[src/rtl/mul_pkg.sv]
// rtl/mul_pkg.sv - shared types and width helpers for the shift-add multiplier
// Contents: mul_state_t (IDLE, RUN, DONE), operand_bits(), count_bits().
package mul_pkg;

    typedef enum logic [1:0] {
        IDLE = 2'd0,
        RUN  = 2'd1,
        DONE = 2'd2
    } mul_state_t;

    // Operand width is the full adder width: groups times bits per group.
    function automatic int operand_bits(input int width, input int height);
        return width * height;
    endfunction

    // Step counter must index 0..n-1; keep at least one bit for tiny n.
    function automatic int count_bits(input int n);
        return (n <= 2) ? 1 : $clog2(n);
    endfunction

endpackage

[src/rtl/shift_add_multiplier_fast_adder2.sv]
// rtl/shift_add_multiplier_fast_adder2.sv - two-layer carry-lookahead adder (FastAdder2)
// Ports: a, b (WIDTH*HEIGHT operands), c_in (carry in),
//        sum (WIDTH*HEIGHT result), gg_out / pg_out (whole-word generate / propagate).
module FastAdder2 #(
    parameter int WIDTH  = 4,
    parameter int HEIGHT = 4
) (
    input  logic [WIDTH*HEIGHT-1:0] a,
    input  logic [WIDTH*HEIGHT-1:0] b,
    input  logic                    c_in,
    output logic [WIDTH*HEIGHT-1:0] sum,
    output logic                    gg_out,
    output logic                    pg_out
);

    localparam int N = WIDTH * HEIGHT;

    logic [N-1:0]      bit_g;
    logic [N-1:0]      bit_p;
    logic [HEIGHT-1:0] grp_g;
    logic [HEIGHT-1:0] grp_p;
    logic [HEIGHT:0]   grp_c;

    assign bit_g = a & b;
    assign bit_p = a ^ b;

    // First layer: per-group generate / propagate.
    always_comb begin
        grp_g = '0;
        grp_p = '0;
        for (int j = 0; j < HEIGHT; j++) begin
            logic gen;
            logic prop;
            gen  = 1'b0;
            prop = 1'b1;
            for (int i = 0; i < WIDTH; i++) begin
                gen  = bit_g[j*WIDTH+i] | (bit_p[j*WIDTH+i] & gen);
                prop = prop & bit_p[j*WIDTH+i];
            end
            grp_g[j] = gen;
            grp_p[j] = prop;
        end
    end

    // Second layer: group carries, then bit carries inside each group.
    always_comb begin
        grp_c    = '0;
        grp_c[0] = c_in;
        for (int j = 0; j < HEIGHT; j++) begin
            grp_c[j+1] = grp_g[j] | (grp_p[j] & grp_c[j]);
        end
    end

    always_comb begin
        sum = '0;
        for (int j = 0; j < HEIGHT; j++) begin
            logic c;
            c = grp_c[j];
            for (int i = 0; i < WIDTH; i++) begin
                sum[j*WIDTH+i] = bit_p[j*WIDTH+i] ^ c;
                c = bit_g[j*WIDTH+i] | (bit_p[j*WIDTH+i] & c);
            end
        end
    end

    // Whole-word generate ignores c_in; carry out = gg_out | (pg_out & c_in).
    always_comb begin
        gg_out = 1'b0;
        for (int j = 0; j < HEIGHT; j++) begin
            gg_out = grp_g[j] | (grp_p[j] & gg_out);
        end
        pg_out = &grp_p;
    end

endmodule

[src/rtl/shift_add_multiplier.sv]
// rtl/shift_add_multiplier.sv - sequential unsigned shift-and-add multiplier
// Ports: clk_in, rst_in (async active-high), start_in, a_in / b_in (N-bit operands),
//        ready_out (idle), done_out (one-cycle completion pulse), product_out (2N-bit result).
module shift_add_multiplier
    import mul_pkg::*;
#(
    parameter int WIDTH  = 4,
    parameter int HEIGHT = 4
) (
    input  logic                        clk_in,
    input  logic                        rst_in,
    input  logic                        start_in,
    input  logic [WIDTH*HEIGHT-1:0]     a_in,
    input  logic [WIDTH*HEIGHT-1:0]     b_in,
    output logic                        ready_out,
    output logic                        done_out,
    output logic [2*WIDTH*HEIGHT-1:0]   product_out
);

    localparam int N  = operand_bits(WIDTH, HEIGHT);
    localparam int CW = count_bits(N);
    localparam logic [CW-1:0] LAST_STEP = CW'(N - 1);
    localparam logic CARRY_IN = 1'b0;

    mul_state_t      state;
    logic [N-1:0]    m_reg;
    logic [N-1:0]    acc;
    logic [N-1:0]    q;
    logic [CW-1:0]   count;

    logic [N-1:0]    addend;
    logic [N-1:0]    sum;
    logic            gg;
    logic            pg;
    logic            cout;
    logic [N-1:0]    acc_next;
    logic [N-1:0]    q_next;

    assign addend = q[0] ? m_reg : '0;

    FastAdder2 #(
        .WIDTH  (WIDTH),
        .HEIGHT (HEIGHT)
    ) u_adder (
        .a      (acc),
        .b      (addend),
        .c_in   (CARRY_IN),
        .sum    (sum),
        .gg_out (gg),
        .pg_out (pg)
    );

    // With c_in tied low the propagate term drops out; carry out is gg.
    assign cout = gg | (pg & CARRY_IN);

    // {ACC,Q} <= ({cout,sum},Q) >> 1: the N+1-bit sum fits, nothing is lost.
    assign acc_next = {cout, sum[N-1:1]};
    assign q_next   = {sum[0], q[N-1:1]};

    always_ff @(posedge clk_in or posedge rst_in) begin
        if (rst_in) begin
            state       <= IDLE;
            m_reg       <= '0;
            acc         <= '0;
            q           <= '0;
            count       <= '0;
            ready_out   <= 1'b1;
            done_out    <= 1'b0;
            product_out <= '0;
        end else begin
            case (state)
                IDLE: begin
                    if (start_in) begin
                        m_reg     <= a_in;
                        acc       <= '0;
                        q         <= b_in;
                        count     <= '0;
                        ready_out <= 1'b0;
                        state     <= RUN;
                    end
                end
                RUN: begin
                    acc   <= acc_next;
                    q     <= q_next;
                    count <= count + 1'b1;
                    if (count == LAST_STEP) begin
                        product_out <= {acc_next, q_next};
                        done_out    <= 1'b1;
                        state       <= DONE;
                    end
                end
                DONE: begin
                    done_out  <= 1'b0;
                    ready_out <= 1'b1;
                    state     <= IDLE;
                end
                default: begin
                    done_out  <= 1'b0;
                    ready_out <= 1'b1;
                    state     <= IDLE;
                end
            endcase
        end
    end

endmodule
[config.mk]
export PLATFORM = sky130hd
export DESIGN_NAME = shift_add_multiplier
export DESIGN_NICKNAME = d
export VERILOG_FILES = /design/src/rtl/mul_pkg.sv /design/src/rtl/shift_add_multiplier_fast_adder2.sv /design/src/rtl/shift_add_multiplier.sv
export SDC_FILE = /design/constraint.sdc
export NUM_CORES = 1
export LEC_CHECK = 0
export CORE_MARGIN = 2
export CORE_UTILIZATION = 40
export DETAILED_ROUTE_END_ITERATION = 10
export SYNTH_ARGS = -nofsm -noshare
export SYNTH_HDL_FRONTEND = slang
export SYNTH_HIERARCHICAL = 1
export SYNTH_SLANG_ARGS = --single-unit
[constraint.sdc]
create_clock -name clk_in -period 4.8 [get_ports clk_in]
set_clock_uncertainty 0.15 [all_clocks]
set_input_delay 0.96 -clock clk_in [delete_from_list [all_inputs] [get_ports clk_in]]
set_output_delay 0.96 -clock clk_in [all_outputs]
set_load 0.02 [all_outputs]
# Word level (Yosys, flattened, before mapping)
# Cells that the tools add are included.
[word_totals]
input_bits = 35
output_inout_bits = 34
register_bits = 88
elab_cells = 111
[op_classes]
n_eq_ne = 4
n_addsub = 1
bitwise = 76
reduce_logical = 8
n_mux = 14
[op_table]
columns = ["cell", "count"]
rows = [
  ["case mux 16 bit (2 select lines)", 2],
  ["two-way mux 16 bit", 3],
  ["bitwise AND 1 bit", 33],
  ["bitwise OR 1 bit", 24],
  ["bitwise AND 16 bit", 1],
  ["bitwise XOR 16 bit", 1],
  ["bitwise XOR 1 bit", 15],
  ["AND reduction 2 bit", 6],
  ["case mux 4 bit (2 select lines)", 1],
  ["adder 4 x 1 -> 4 bit (second input constant)", 1],
  ["== test 4 bit (second input constant)", 1],
  ["two-way mux 2 bit", 2],
  ["two-way mux 4 bit", 1],
  ["inequality test 2 bit (second input constant)", 2],
  ["case mux 1 bit (2 select lines)", 2],
  ["case mux 2 bit (2 select lines)", 1],
  ["== test 2 x 1 -> 1 bit (second input constant)", 1],
  ["zero test 2 bit", 1],
  ["two-way mux 1 bit", 2],
  ["NOT 1 bit", 2],
  ["nonzero test 2 bit", 1],
]

# Depth between registers and ports, before layout
[depth]
ltp_word = 20
ltp_mapped = 12
mapped_depth_nobuf = 11

# Modules after synthesis
# Netlist, hierarchy kept.
[by_module_without_submodules]
columns = ["mod", "seq_area_each_um2", "n_inst", "cells_per_inst", "area_each_um2"]
rows = [
  ["shift_add_multiplier", 2203.4, 1, 273, 3614.7],
  ["FastAdder2", 0.0, 1, 66, 658.1],
]

# Least setup slack after synthesis
# Ideal clock, no wire load.
[synth_path]
path_kind = "register to register"
start = "register q[0]"
end = "register product_out[30]"
n_path_buf = 1
path_stages_with_launch = 13
t_required_ns = 4.525
t_arrival_ns = 3.198
setup_ns = 0.125
synth_period_minus_slack_ns = 3.472
path_slack_ns = 1.328
cell_sequence = "dfrtp_1 clkbuf_1 and2_1 ha_1 a21oi_1 o21ai_1 a221oi_2 o21ai_1 fa_1 fa_1 fa_1 xor2_1 mux2_2"
[synth_via]
word_cells_on_any_way = 38
classes_between = "mux: 1; bitwise: 37"
[synth_rtl]
columns = ["item", "line", "rtl"]
rows = [
  ["from (decl)", "shift_add_multiplier.sv:28", "logic [N-1:0] q;"],
  ["from (signal assigned)", "shift_add_multiplier.sv:76", "q <= b_in;"],
  ["from (signal assigned)", "shift_add_multiplier.sv:84", "q <= q_next;"],
  ["two-way mux 16 bit (*)", "shift_add_multiplier.sv:39", "assign addend = q[0] ? m_reg : '0;"],
  ["net addend[7]", "shift_add_multiplier.sv:31", "logic [N-1:0] addend;"],
  ["bitwise XOR 16 bit", "shift_add_multiplier_fast_adder2.sv:25", "assign bit_p = a ^ b;"],
  ["bitwise AND 1 bit (on tied branches)", "shift_add_multiplier_fast_adder2.sv:37, shift_add_multiplier_fast_adder2.sv:38", ""],
  ["bitwise OR 1 bit / bitwise AND 1 bit (equally long branches)", "shift_add_multiplier_fast_adder2.sv:37, shift_add_multiplier_fast_adder2.sv:50", ""],
  ["bitwise OR 1 bit (*)", "shift_add_multiplier_fast_adder2.sv:50", "grp_c[j+1] = grp_g[j] | (grp_p[j] & grp_c[j]);"],
  ["bitwise AND 1 bit (*)", "shift_add_multiplier_fast_adder2.sv:50", ""],
  ["bitwise OR 1 bit (*)", "shift_add_multiplier_fast_adder2.sv:50", ""],
  ["bitwise AND 1 bit (*)", "shift_add_multiplier_fast_adder2.sv:61", "c = bit_g[j*WIDTH+i] | (bit_p[j*WIDTH+i] & c);"],
  ["bitwise OR 1 bit (*)", "shift_add_multiplier_fast_adder2.sv:61", ""],
  ["bitwise AND 1 bit (*)", "shift_add_multiplier_fast_adder2.sv:61", ""],
  ["bitwise OR 1 bit (*)", "shift_add_multiplier_fast_adder2.sv:61", ""],
  ["bitwise AND 1 bit (*)", "shift_add_multiplier_fast_adder2.sv:61", ""],
  ["bitwise OR 1 bit (*)", "shift_add_multiplier_fast_adder2.sv:61", ""],
  ["bitwise XOR 1 bit (*)", "shift_add_multiplier_fast_adder2.sv:60", "sum[j*WIDTH+i] = bit_p[j*WIDTH+i] ^ c;"],
  ["net sum[15]", "shift_add_multiplier.sv:32", "logic [N-1:0] sum;"],
  ["to (signal assigned)", "shift_add_multiplier.sv:87", "product_out <= {acc_next, q_next};"],
  ["to (decl)", "shift_add_multiplier.sv:17", "output logic [2*WIDTH*HEIGHT-1:0] product_out"],
]
# Mark *: on every way through the listed nets, which the timed path passes. The rest lies on a longest branch.
# A chain may end at the register's enable or synchronous reset.

# Worst setup path after layout
[layout_path]
start = "register q[0]"
end = "register product_out[30]"
[layout_via]
word_cells_on_any_way = 38
classes_between = "mux: 1; bitwise: 37"
[layout_rtl]
columns = ["item", "line", "rtl"]
rows = [
  ["two-way mux 16 bit (*)", "shift_add_multiplier.sv:39", ""],
  ["net addend[5]", "shift_add_multiplier.sv:31", ""],
  ["bitwise XOR 16 bit", "shift_add_multiplier_fast_adder2.sv:25", ""],
  ["bitwise AND 1 bit", "shift_add_multiplier_fast_adder2.sv:37", "gen = bit_g[j*WIDTH+i] | (bit_p[j*WIDTH+i] & gen);"],
  ["bitwise OR 1 bit", "shift_add_multiplier_fast_adder2.sv:37", ""],
  ["bitwise AND 1 bit", "shift_add_multiplier_fast_adder2.sv:37", ""],
  ["bitwise OR 1 bit", "shift_add_multiplier_fast_adder2.sv:37", ""],
  ["bitwise AND 1 bit", "shift_add_multiplier_fast_adder2.sv:37", ""],
  ["(+4 left out)", "--", ""],
  ["bitwise AND 1 bit (*)", "shift_add_multiplier_fast_adder2.sv:61", ""],
  ["bitwise OR 1 bit (*)", "shift_add_multiplier_fast_adder2.sv:61", ""],
  ["bitwise AND 1 bit (*)", "shift_add_multiplier_fast_adder2.sv:61", ""],
  ["bitwise OR 1 bit (*)", "shift_add_multiplier_fast_adder2.sv:61", ""],
  ["bitwise AND 1 bit (*)", "shift_add_multiplier_fast_adder2.sv:61", ""],
  ["bitwise OR 1 bit (*)", "shift_add_multiplier_fast_adder2.sv:61", ""],
  ["bitwise XOR 1 bit (*)", "shift_add_multiplier_fast_adder2.sv:60", ""],
  ["net sum[15]", "shift_add_multiplier.sv:32", ""],
]
# Marks and branches as above.

==> metrics.yaml <==
timing:
  period_needed_ps: 3740
  finalCritPeriodShare_pct: 77.9
  slew_violations: 0
  setup_tns_ps: 0
  hold_viol_final: 0
  rsz0062_at_grt: "false"
  maxSlewHeadroom_pct: 26.2
  whs_ps: 339
  setup_viol: 0
  worst_pin_slew_ps: 1100
  finalWorstSetupSlack_ps: 1060
  fmax_ghz: 0.268
pwr:
  power_density_mw_per_mm2: 616
  swShare_pct: 36.9
  p_leak_nw: 2.46
  seq_power_share_pct: 40.2
  power.switching_mw: 1.20
  peakVddDrop_uv: 270
  combPwrFrac_pct: 43.9
  intPower_mw: 2.05
  p_clk_share_pct: 15.9
setup_path:
  crit_required_ps: 4880
  reg2reg_from: "q[0]"
  critPathBufInv: 0
  cp-end-kind: "register"
  start_kind: "register"
  crit_fanout: 18
  cp_slowest_cell: "dfrtp_1"
  arrival_ps: 3820
  r2r_slack_ps: 1060
  crit_path_cell_trace: "and2_1, ha_1, a21oi_1, o21ai_1, a221oi_2, o21ai_1, fa_1, fa_1, fa_1, xor2_1, mux2_2"
  crit_family: "adder cells"
  cp_slowest_stage_delay_ps: 660
  cpMostUsedCell: "fa_1"
  r2r_end: "product_out[30]"
  rr_worst_depth: 11
  path_class: "reg2reg"
logic_synthesis:
  synth_nets: 402
  synth.avg_cell_area_um2: 12.6
  synth_cells: 338
  syn_area_mm2: 0.00427
  yosys_warnings: 6
clock_tree:
  clk_pin_slew_worst_paths_ps: 90
  postCtsHoldBufs: 0
  cts_made_buffers: 9
  clockBufferDepth: 2
  cts.repair.resized: 0
  cts_setup_buffers: 0
  clkLatencyLatePin_ps: 350
  cts_tree: "built"
  clock-sinks: 88
  htree_levels: 3
  cts-root-buf: "clkbuf_8"
detailed_routing:
  postRouteAntennaNets: 0
  first_pass_iters: 4
  wl_per_cell_um: 16.0
  via_per_inst: 5.20
  vias: 2837
  drc_errors: 0
  wirelength_mm: 8.73
  drt_iter0_drc: 102
layout:
  top_register: "product_out"
  nNetsFinal: 469
  n_antenna_cell: 0
  largest_register_ff_count: 32
  final_cell_mix: "dfrtp_1 (87), clkdlybuf4s50_1 (68), mux2_2 (47)"
  utilization_pct: 51.0
  drive_gt1_share_pct: 18.3
  final_cells: 546
  area_delta_synth_final_pct: 23.5
  layout_commonest_cell: "dfrtp_1"
floorplanning:
  row_count: 37
  coreArea_mm2: 0.0103
  die_area_mm2: 0.0115
  initial_utilization_pct: 41.3
  io_pins: 69
  fp.dieW_um: 107
  dieHeight_um: 107
status:
  status: "finished clean"
placed_design:
  dp.cells: 530
  port_buffers: 68
  globalplace.congestion: 0.817
  post-place-ws_ps: 1050
  dp_hpwl_mm: 5.93
job:
  drv_cap: 0
grt:
  grt_first_pass_wirelength_mm: 14.6
  grt-ovfl-total: 0
  antenna_found_initial: 0
  first_global_vias: 2891
  grt_usage_pct: 16.2
  grt_max_degree: 61
min_path:
  hold_depth: 1
  hp-class: "reg2reg"
  hold_start: "count[3]"
  hold_end: "count[3]"
worst register-to-register path, delay by kind of cell, from the launching register on:
family / cells / cell delay [ps]
mux: 1 / 260
flops: 1 / 660
compound gates: 4 / 700
simple gates: 1 / 260
fa+ha+maj: 4 / 1420
xor+xnor: 1 / 160
worst max path at each step:
stage / from / to / slack [ps] / depth (start not counted)
floorplan: q[0] / product_out[30] / 1330 / 12
global placement: q[0] / product_out[30] / 1150 / 11
detailed placement: q[0] / product_out[30] / 1050 / 11
CTS: q[0] / product_out[30] / 1010 / 11
global route: q[0] / product_out[30] / 840 / 11
finish: q[0] / product_out[30] / 1060 / 11
final cells by class:
type / count / area [um^2]
repair buffers: 74 / 726
inverters: 9 / 35.0
clock buffers: 10 / 128
well taps: 136 / 170
flip-flops and latches: 88 / 2200
fillers: 917 / 5050
clock inverters: 6 / 67.6
multi-input cells: 223 / 1940
stage by stage:
step                      power [mW]  area [um^2]
after floorplan                 2.24         4270
after detailed placement        2.76         5070
after CTS                       3.28         5270
after global routing            3.50         5270
after global placement          2.71         5070
final                           3.24         5270
routing by layer:
| metal | vias to the layer above | share of wire [%] | wire length (um) | GRT usage (%) |
|---|---|---|---|---|
| li1 | 1339 | - | - | - |
| met3 | 5 | 3.3 | 286 | 3.09 |
| met5 | - | 0 | 0 | 0 |
| met4 | 0 | 0.88 | 77 | 5.38 |
| met1 | 1444 | 48 | 4180 | 22.7 |
| met2 | 49 | 48 | 4190 | 25.5 |
power by group through the flow:
stage / Combinational (mW) / Clock (mW) / Sequential [mW]
6_report: 1.42 / 0.516 / 1.30
3_3_place_gp: 1.39 / 0 / 1.32
4_1_cts: 1.44 / 0.531 / 1.31
3_5_place_dp: 1.43 / 0 / 1.32
5_1_grt: 1.58 / 0.564 / 1.36
2_1_floorplan: 0.878 / 0 / 1.37
No activity file was read; power rests on OpenSTA's default activity.
